`config.mk`:
```
export PLATFORM = sky130hd
export DESIGN_NAME = seg7_scan_ctrl
export DESIGN_NICKNAME = d
export VERILOG_FILES = /design/src/rtl/seg7_scan_ctrl.sv
export SDC_FILE = /design/constraint.sdc
export NUM_CORES = 1
export LEC_CHECK = 0
export ABC_AREA = 1
export BUFFER_PORTS_ARGS = -buffer_cell sky130_fd_sc_hd__buf_2
export CORE_MARGIN = 4
export CORE_UTILIZATION = 45
export CTS_BUF_LIST = sky130_fd_sc_hd__clkbuf_8
export CTS_CLUSTER_SIZE = 16
export DETAILED_ROUTE_END_ITERATION = 8
export GPL_TIMING_DRIVEN = 1
export PLACE_DENSITY = 0.73
export SYNTH_ARGS = -nofsm -noshare
export SYNTH_HDL_FRONTEND = slang
export SYNTH_SLANG_ARGS = --single-unit
```
`constraint.sdc`:
```
create_clock -name clk -period 4.3 [get_ports clk]
set_input_delay 0.86 -clock clk [delete_from_list [all_inputs] [get_ports clk]]
set_output_delay 0.86 -clock clk [all_outputs]
set_load 0.02 [all_outputs]
```
`src/rtl/seg7_scan_ctrl.sv`:
```
// Multiplexed 7-seg scan controller with a shared external decoder.
// Double-buffered digit/blank/dp state; shadow commits only at frame edges.
module seg7_scan_ctrl #(
  parameter int NDIG      = 8,
  parameter int SCAN_DIV  = 50000,
  parameter int BLANK_CYC = 16
) (
  input  logic            clk,
  input  logic            rst,
  input  logic            en,
  input  logic            wr_valid,
  output logic            wr_ready,
  input  logic [2:0]      wr_addr,
  input  logic [3:0]      wr_data,
  input  logic            wr_blank,
  input  logic            wr_dp,
  input  logic            upd_req,
  output logic            upd_ack,
  output logic            frame_start,
  output logic [3:0]      dec_b,
  input  logic [7:0]      dec_h,
  output logic [7:0]      seg,
  output logic [NDIG-1:0] an
);

  localparam int IW = (NDIG > 1) ? $clog2(NDIG) : 1;
  localparam int CW = $clog2(SCAN_DIV);

  localparam logic [CW-1:0] C_BEND = CW'(BLANK_CYC - 1);
  localparam logic [CW-1:0] C_SEND = CW'(SCAN_DIV - 1);
  localparam logic [IW-1:0] I_LAST = IW'(NDIG - 1);
  localparam logic [3:0]    N4     = 4'(NDIG);

  typedef enum logic [1:0] {
    S_OFF,
    S_BLANK,
    S_SHOW
  } state_t;

  state_t st, st_d;

  logic [IW-1:0] idx, idx_d;
  logic [CW-1:0] cnt, cnt_d;
  logic          pend;

  logic [NDIG-1:0][3:0] sh_dat, ac_dat, nx_dat;
  logic [NDIG-1:0]      sh_blk, sh_dp;
  logic [NDIG-1:0]      ac_blk, ac_dp;

  logic wr_hit, wrap, commit;
  logic enter_blk, fstart_d;

  logic [NDIG-1:0] an_d;
  logic [7:0]      seg_d;
  logic            unused_dec_dp;

  assign unused_dec_dp = dec_h[0];

  assign wr_ready = ~pend;
  assign wr_hit   = wr_valid & ~pend
                  & ({1'b0, wr_addr} < N4);

  assign wrap = (st == S_SHOW) && en
             && (cnt == C_SEND)
             && (idx == I_LAST);

  // OFF commits straight away: nothing is on screen to tear
  assign commit = pend
               && (wrap || st == S_OFF);

  assign nx_dat = commit ? sh_dat : ac_dat;

  always_ff @(posedge clk or posedge rst) begin
    if (rst) begin
      st  <= S_OFF;
      idx <= '0;
      cnt <= '0;
    end else begin
      st  <= st_d;
      idx <= idx_d;
      cnt <= cnt_d;
    end
  end

  always_comb begin
    st_d  = st;
    idx_d = idx;
    cnt_d = cnt + 1'b1;
    if (!en) begin
      st_d  = S_OFF;
      idx_d = '0;
      cnt_d = '0;
    end else begin
      unique case (st)
        S_OFF: begin
          st_d  = S_BLANK;
          idx_d = '0;
          cnt_d = '0;
        end
        S_BLANK: begin
          if (cnt == C_BEND)
            st_d = S_SHOW;
        end
        S_SHOW: begin
          if (cnt == C_SEND) begin
            st_d  = S_BLANK;
            cnt_d = '0;
            idx_d = (idx == I_LAST)
                  ? '0 : idx + 1'b1;
          end
        end
        default: begin
          st_d  = S_OFF;
          idx_d = '0;
          cnt_d = '0;
        end
      endcase
    end
  end

  assign enter_blk = (st_d == S_BLANK)
                  && (st != S_BLANK);
  assign fstart_d  = enter_blk
                  && (idx_d == '0);

  always_comb begin
    an_d  = '1;
    seg_d = 8'hFF;
    if (st == S_SHOW) begin
      if (!ac_blk[idx])
        an_d = ~(NDIG'(1) << idx);
      seg_d = {dec_h[7:1], ~ac_dp[idx]};
    end
  end

  always_ff @(posedge clk or posedge rst) begin
    if (rst) begin
      an  <= '1;
      seg <= 8'hFF;
    end else begin
      an  <= an_d;
      seg <= seg_d;
    end
  end

  always_ff @(posedge clk or posedge rst) begin
    if (rst) begin
      pend        <= 1'b0;
      upd_ack     <= 1'b0;
      frame_start <= 1'b0;
      dec_b       <= '0;
      sh_dat      <= '0;
      sh_blk      <= '1;
      sh_dp       <= '0;
      ac_dat      <= '0;
      ac_blk      <= '1;
      ac_dp       <= '0;
    end else begin
      upd_ack     <= commit;
      frame_start <= fstart_d;
      if (wr_hit) begin
        sh_dat[wr_addr[IW-1:0]] <= wr_data;
        sh_blk[wr_addr[IW-1:0]] <= wr_blank;
        sh_dp[wr_addr[IW-1:0]]  <= wr_dp;
      end
      if (commit) begin
        ac_dat <= sh_dat;
        ac_blk <= sh_blk;
        ac_dp  <= sh_dp;
        pend   <= 1'b0;
      end else if (upd_req) begin
        pend <= 1'b1;
      end
      // digit 0 may load the value being committed this edge
      if (enter_blk)
        dec_b <= nx_dat[idx_d];
    end
  end

endmodule

```
======== After elaboration in Yosys (flattened, before gate mapping) ========
Cells that the tools add are included.
cells by class
  add/sub/neg operators ................... 2
  shift-type cells ........................ 1
  eq/ne operators ......................... 7
  $lt $le $gt $ge ......................... 4
  reductions and logical operators ........ 11
  bitwise logic cells ..................... 4
  multiplexer cells ....................... 30
operator list
  kind                                                   count
  bitwise mux 32 bit                                     1
  two-way mux 16 bit                                     2
  two-way mux 32 bit                                     1
  case mux 16 bit (2 select lines)                       1
  two-way mux 8 bit                                      3
  adder 16 x 1 -> 16 bit (second input constant)         1
  bitwise mux 8 bit                                      2
  equality test 16 bit (second input constant)           1
  equality test 16 x 4 -> 1 bit (second input constant)  1
  binary-select mux 4 bit (select 3 bit)                 1
  demux 4 bit (select 3 bit)                             1
  < comparator 3 x 4 -> 1 bit (second input constant)    3
  two-way mux 3 bit                                      3
  two-way mux 4 bit                                      2
  inverter 8 bit                                         1
  left shift 1 x 3 -> 8 bit (first input constant)       1
  logical AND 1 bit                                      7
  binary-select mux 1 bit (select 3 bit)                 2
  two-way mux 2 bit                                      3
  case mux 2 bit (3 select lines)                        1
  case mux 3 bit (2 select lines)                        1
  two-way mux 1 bit                                      5
  equality test 2 x 1 -> 1 bit (second input constant)   2
  adder 3 x 1 -> 3 bit (second input constant)           1
  11 further kinds                                       12
word-level totals
  logic and storage cells ................. 88
  output and inout port bits .............. 23
  bits in registers ....................... 140
  bits of input ports ..................... 22

======== Longest topological paths before layout ========
  word-level depth ........................ 9
  depth in mapped cells ................... 15
  depth with buffers taken out ............ 14

======== Worst setup path after synthesis ========
Ideal clock, no wire load.
  path kind ............................... input -> register
  from .................................... input en
  to ...................................... register dec_b[3]
  library setup time ...................... 0.117 ns
  cell stages on the path ................. 13
  buffers on the path ..................... 2
  slack ................................... 2.213 ns
  arrival ................................. 1.969 ns
  required time ........................... 4.183 ns
  cell sequence ........................... inv_1 > nor3_1 > nand3_2 > nand2_4 > buf_12 > buf_12 > nand3_1 > nand2_1 > nand2_1 > nand3_1 > nand3_1 > nand3_1 > nand2_1
on the way
  word-level cells in the longest chain between the ends .. 8
  elaborated cells on any way between the ends .. 12
  classes of those cells .................. eq/ne: 1; mux: 5; reduce/logical: 6
ends and longest elaborated chain
  element                                  line  source
  start, declared                          10    input logic en,
  logical AND 1 bit                        63    assign wrap = (st == S_SHOW) && en
  logical AND 1 bit                        64    && (cnt == C_SEND)
  logical AND 1 bit                        65    && (idx == I_LAST);
  logical OR 1 bit                         69    && (wrap || st == S_OFF);
  logical AND 1 bit                        69
  two-way mux 32 bit                       71    assign nx_dat = commit ? sh_dat : ac_dat;
  binary-select mux 4 bit (select 3 bit)   176   dec_b <= nx_dat[idx_d];
  two-way mux 4 bit (not written as such)  176
  end signal, assigned                     176
  end, declared                            20    output logic [3:0] dec_b,
Parallel ways exist; a longest one is shown, timed or not. The select of a mux whose other input is x is not followed.
A chain may end at the register's enable or synchronous reset.

======== Worst setup path after layout ========
  from .................................... register st[0]
  to ...................................... register dec_b[3]
on the way
  word-level cells in the longest chain between the ends .. 9
  elaborated cells on any way between the ends .. 20
  classes of those cells .................. eq/ne: 4; mux: 9; reduce/logical: 7
ends and longest elaborated chain
  element                                  line    source
  start, declared                          40      state_t st, st_d;
  start signal, assigned                   79      st <= st_d;
  equality test 2 bit                      63, 94
  logical AND 1 bit                        63
  logical AND 1 bit                        64
  logical AND 1 bit                        65
  logical OR 1 bit                         69
  logical AND 1 bit                        69
  two-way mux 32 bit                       71
  binary-select mux 4 bit (select 3 bit)   176
  two-way mux 4 bit (not written as such)  176
Parallel ways exist; a longest one is shown, timed or not. The select of a mux whose other input is x is not followed.

==> key figures <==
Detailed routing
  • DRT Wirelength: 13.5 mm
  • First-pass DRT Iterations: 5
  • Number of remaining DRC errors: 0
  • DR iter-0 viols: 337
  • Via count: 4807
  • Drt via density: 4.99
  • Final ANT Viol Nets: 0
  • Wire length per cell: 14.0 um

Cells and area
  • Multi-input gate area: 0.00237 mm^2
  • Final nets: 803
  • Fillcell total: 1294
  • Share of layout cells above drive strength 1: 0.185
  • Post-route design area: 0.00710 mm^2
  • Cell Count, Final, Fillers Out: 963
  • Antenna fix cells: 0
  • P&R area growth vs syn: 10.5%
  • FF+latch area: 0.00354 mm^2

STA
  • RSZ-0062 raised after global routing: no
  • Slew margin rel.: 0.390
  • PnR worst setup slack: 1.00 ns
  • Slew Viols, Final: 0
  • Final Hold Fails: 0
  • Period minus WS final: 3.30 ns
  • Fin crit share: 0.766
  • Setup Total Neg Slack: 0 ns
  • Setup Viol. Count Final: 0
  • Achievable Freq: 0.303 GHz
  • Measured slew at the worst slew-check pin: 0.912 ns
  • Clock Skew: 0.0113 ns

Critical path
  • Critical Path RT: 4.63 ns
  • CP Class: flip-flop to flip-flop
  • Crit path max-delay family: simple AND/OR/NAND/NOR gates
  • Crit-path max FO: 59
  • Buffers and inverters on the worst path: 2
  • Setup crit start kind: flip-flop
  • Worst setup EP type: flip-flop
  • Critical Path AT: 3.63 ns
  • Most Frequent Cell on Critical Path: nand3_1
  • Worst path slowest cell: nand2_4
  • Cell Chain, Critical Path: inv_1 > ha_1 > inv_1 > nor3_1 > nand3_2 > nand2_4 > nand2_4 > o21ai_1 > nand2_1 > nand3_1 > nand3_1 > nand3_1 > nand2_1
  • Max incr delay on CP: 0.47 ns

Pwr
  • Register share of total power: 0.517
  • Overall power: 3730 uW
  • Pwr Density: 525 mW/mm^2
  • Internal power: 2550 uW
  • VDD IR max: 0.280 mV
  • Switch share: 0.317
  • Logic pwr share: 0.216
  • P_sw: 1180 uW
  • Clk pwr share: 0.267
  • Leak: 0.00353 uW

Global route
  • Largest net degree at the start of global routing: 113
  • Global-route wire length before repair: 22.6 mm
  • Total track usage: 0.176
  • Congestion Overflow GR: 0
  • Vias in the first global route: 4565
  • Initial antenna violation count: 0

Clocking
  • Post-CTS setup buffers: 0
  • Clock transition at path regs: 0.07 ns
  • H-Tree Level Count: 4
  • Post-CTS resize count: 0
  • Root Driver: clkbuf_8
  • Num CTS Buffers: 17
  • # clock sinks: 140
  • CTS max path bufs: 2
  • Worst skew pair latency: 0.46 ns
  • TritonCTS clock tree: done
  • Number of hold buffers added after CTS: 0

Yosys
  • Syn nets: 765
  • Synth cell types: 40
  • Cell accounting for the most synthesized area: dfrtp_1
  • Synth warn: 0
  • Top-area cell type share of the netlist area: 0.420
  • Synthesized flop and latch total: 140
  • Top area cells in the synthesized netlist: dfrtp_1 42%, dfstp_2 13%, nand2_1 12%, nand3_1 5.8%, inv_1 4.9%
  • Mapped Cells: 732
  • Synth async-reset ratio: 1.00
  • Mean Syn Cell Area: 8.78 um^2
  • Top-count cell post-synth: nand2_1
  • Sequential element share of the synthesized area: 0.551
  • Ys flop type: dfrtp_1
  • Synth top cells by count: 206 x nand2_1, 108 x dfrtp_1, 84 x inv_1
  • Cell Area, Synth: 0.00643 mm^2
  • Post-synth EDFFs: 0

Run status
  • Status: complete, no violations

Placed design
  • PortBufs: 43
  • Dpl cell area: 0.00673 mm^2
  • Placed Cells: 931
  • Worst Setup Slack post-DPL: 1.03 ns
  • HPWL Detailed: 8.71 mm
  • Final Wtd Congestion: 0.792

Floorplanning
  • Row Count: 43
  • Area of the core: 0.0139 mm^2
  • Die area: 0.0163 mm^2
  • Die X: 128 um
  • I/O pin count: 45
  • Die Ht: 128 um
  • Initial Util: 0.461

Flow run
  • Max-cap violations: 0

Min path
  • Hold Path Class: flip-flop to flip-flop
[final cells by class]
class                      count  share of cell area
clock inverter                12              0.0141
multi-input combinational    477               0.334
inverter                      89              0.0483
clock buffer                  20              0.0388
timing repair buffer          45              0.0342
tap                          180              0.0317
sequential                   140               0.499
[routing by layer]
| layer | routed length, um | track usage | vias up |
|---|---|---|---|
| met1 | 6290 | 0.243 | 2257 |
| met2 | 6240 | 0.269 | 119 |
| met5 | 0 | 0 | - |
| met4 | 187 | 0.0631 | 0 |
| li1 | - | - | 2417 |
| met3 | 784 | 0.0468 | 14 |
[cell usage in the layout, fill, tap and decap left out, types with 5 or more instances in the layout]
cell,instances
inv_1,86
nand3b_1,6
clkbuf_8,20
nand2_1,206
a21oi_1,9
o21ai_0,62
nand3_1,74
ha_1,11
dfrtp_1,108
nand2_4,5
nand4_1,8
o21ai_1,5
nor2_1,42
dfstp_2,32
nand3_2,9
buf_2,43
or2_2,7
[sequential cells by signal, indices dropped and copies added (netlist names), 2 cells and up]
signal  count
ac_blk      8
ac_dat     32
ac_dp       8
idx         3
sh_dat     32
dec_b       4
seg         8
an          8
st          2
cnt        16
sh_dp       8
sh_blk      8
[power groups by stage]
stage	logic, uW	registers [uW]	clock network (uW)
after floorplan	627	1930	0
after global placement	781	1930	0
after detailed placement	807	1950	0
after CTS	813	1930	1020
after global routing	945	1970	1080
final	806	1930	994
[worst reg2reg max path, cell delays in order (launching register included)]
cell	delay [ns]
dfrtp_1	0.43
inv_1	0.10
ha_1	0.44
inv_1	0.25
nor3_1	0.24
nand3_2	0.12
nand2_4	0.34
nand2_4	0.49
o21ai_1	0.33
nand2_1	0.08
nand3_1	0.09
nand3_1	0.07
nand3_1	0.14
nand2_1	0.07
[cells by family after synthesis]
family                   after synthesis  synth area share
XOR/XNOR                               5           0.00681
AND/OR/NAND/NOR                      374             0.267
AO/OA/AOI/OAI                         87            0.0732
adder cells (fa/ha/maj)               11            0.0214
buffers and inverters                115            0.0804
flip-flops                           140             0.551
[path summary, 6_finish.rpt]
| check | start | to | slack (ns) | cells after the start |
|---|---|---|---|---|
| setup / recovery | st[0]$_DFF_PP0_ | dec_b[3]$_DFFE_PP0P_ | 1.00 | 13 |
| hold / removal | cnt[0]$_DFF_PP0_ | cnt[0]$_DFF_PP0_ | 0.46 | 1 |
| setup reg to reg | st[0]$_DFF_PP0_ | dec_b[3]$_DFFE_PP0P_ | 1.00 | 13 |
| hold reg to reg | cnt[0]$_DFF_PP0_ | cnt[0]$_DFF_PP0_ | 0.46 | 1 |
| max in group asynchronous | rst | seg[6]$_DFF_PP1_ | 2.86 | 3 |
| min in group asynchronous | rst | upd_ack$_DFF_PP0_ | 0.49 | 2 |
[stage by stage]
stage | hold WS (ns) | util
floorplan | 0.433 | -
global placement | 0.448 | 0.483
detailed placement | 0.453 | 0.483
CTS | 0.468 | 0.510
global route | 0.483 | 0.510
finish | 0.465 | 0.510
Power figures use the tool's default switching activity.
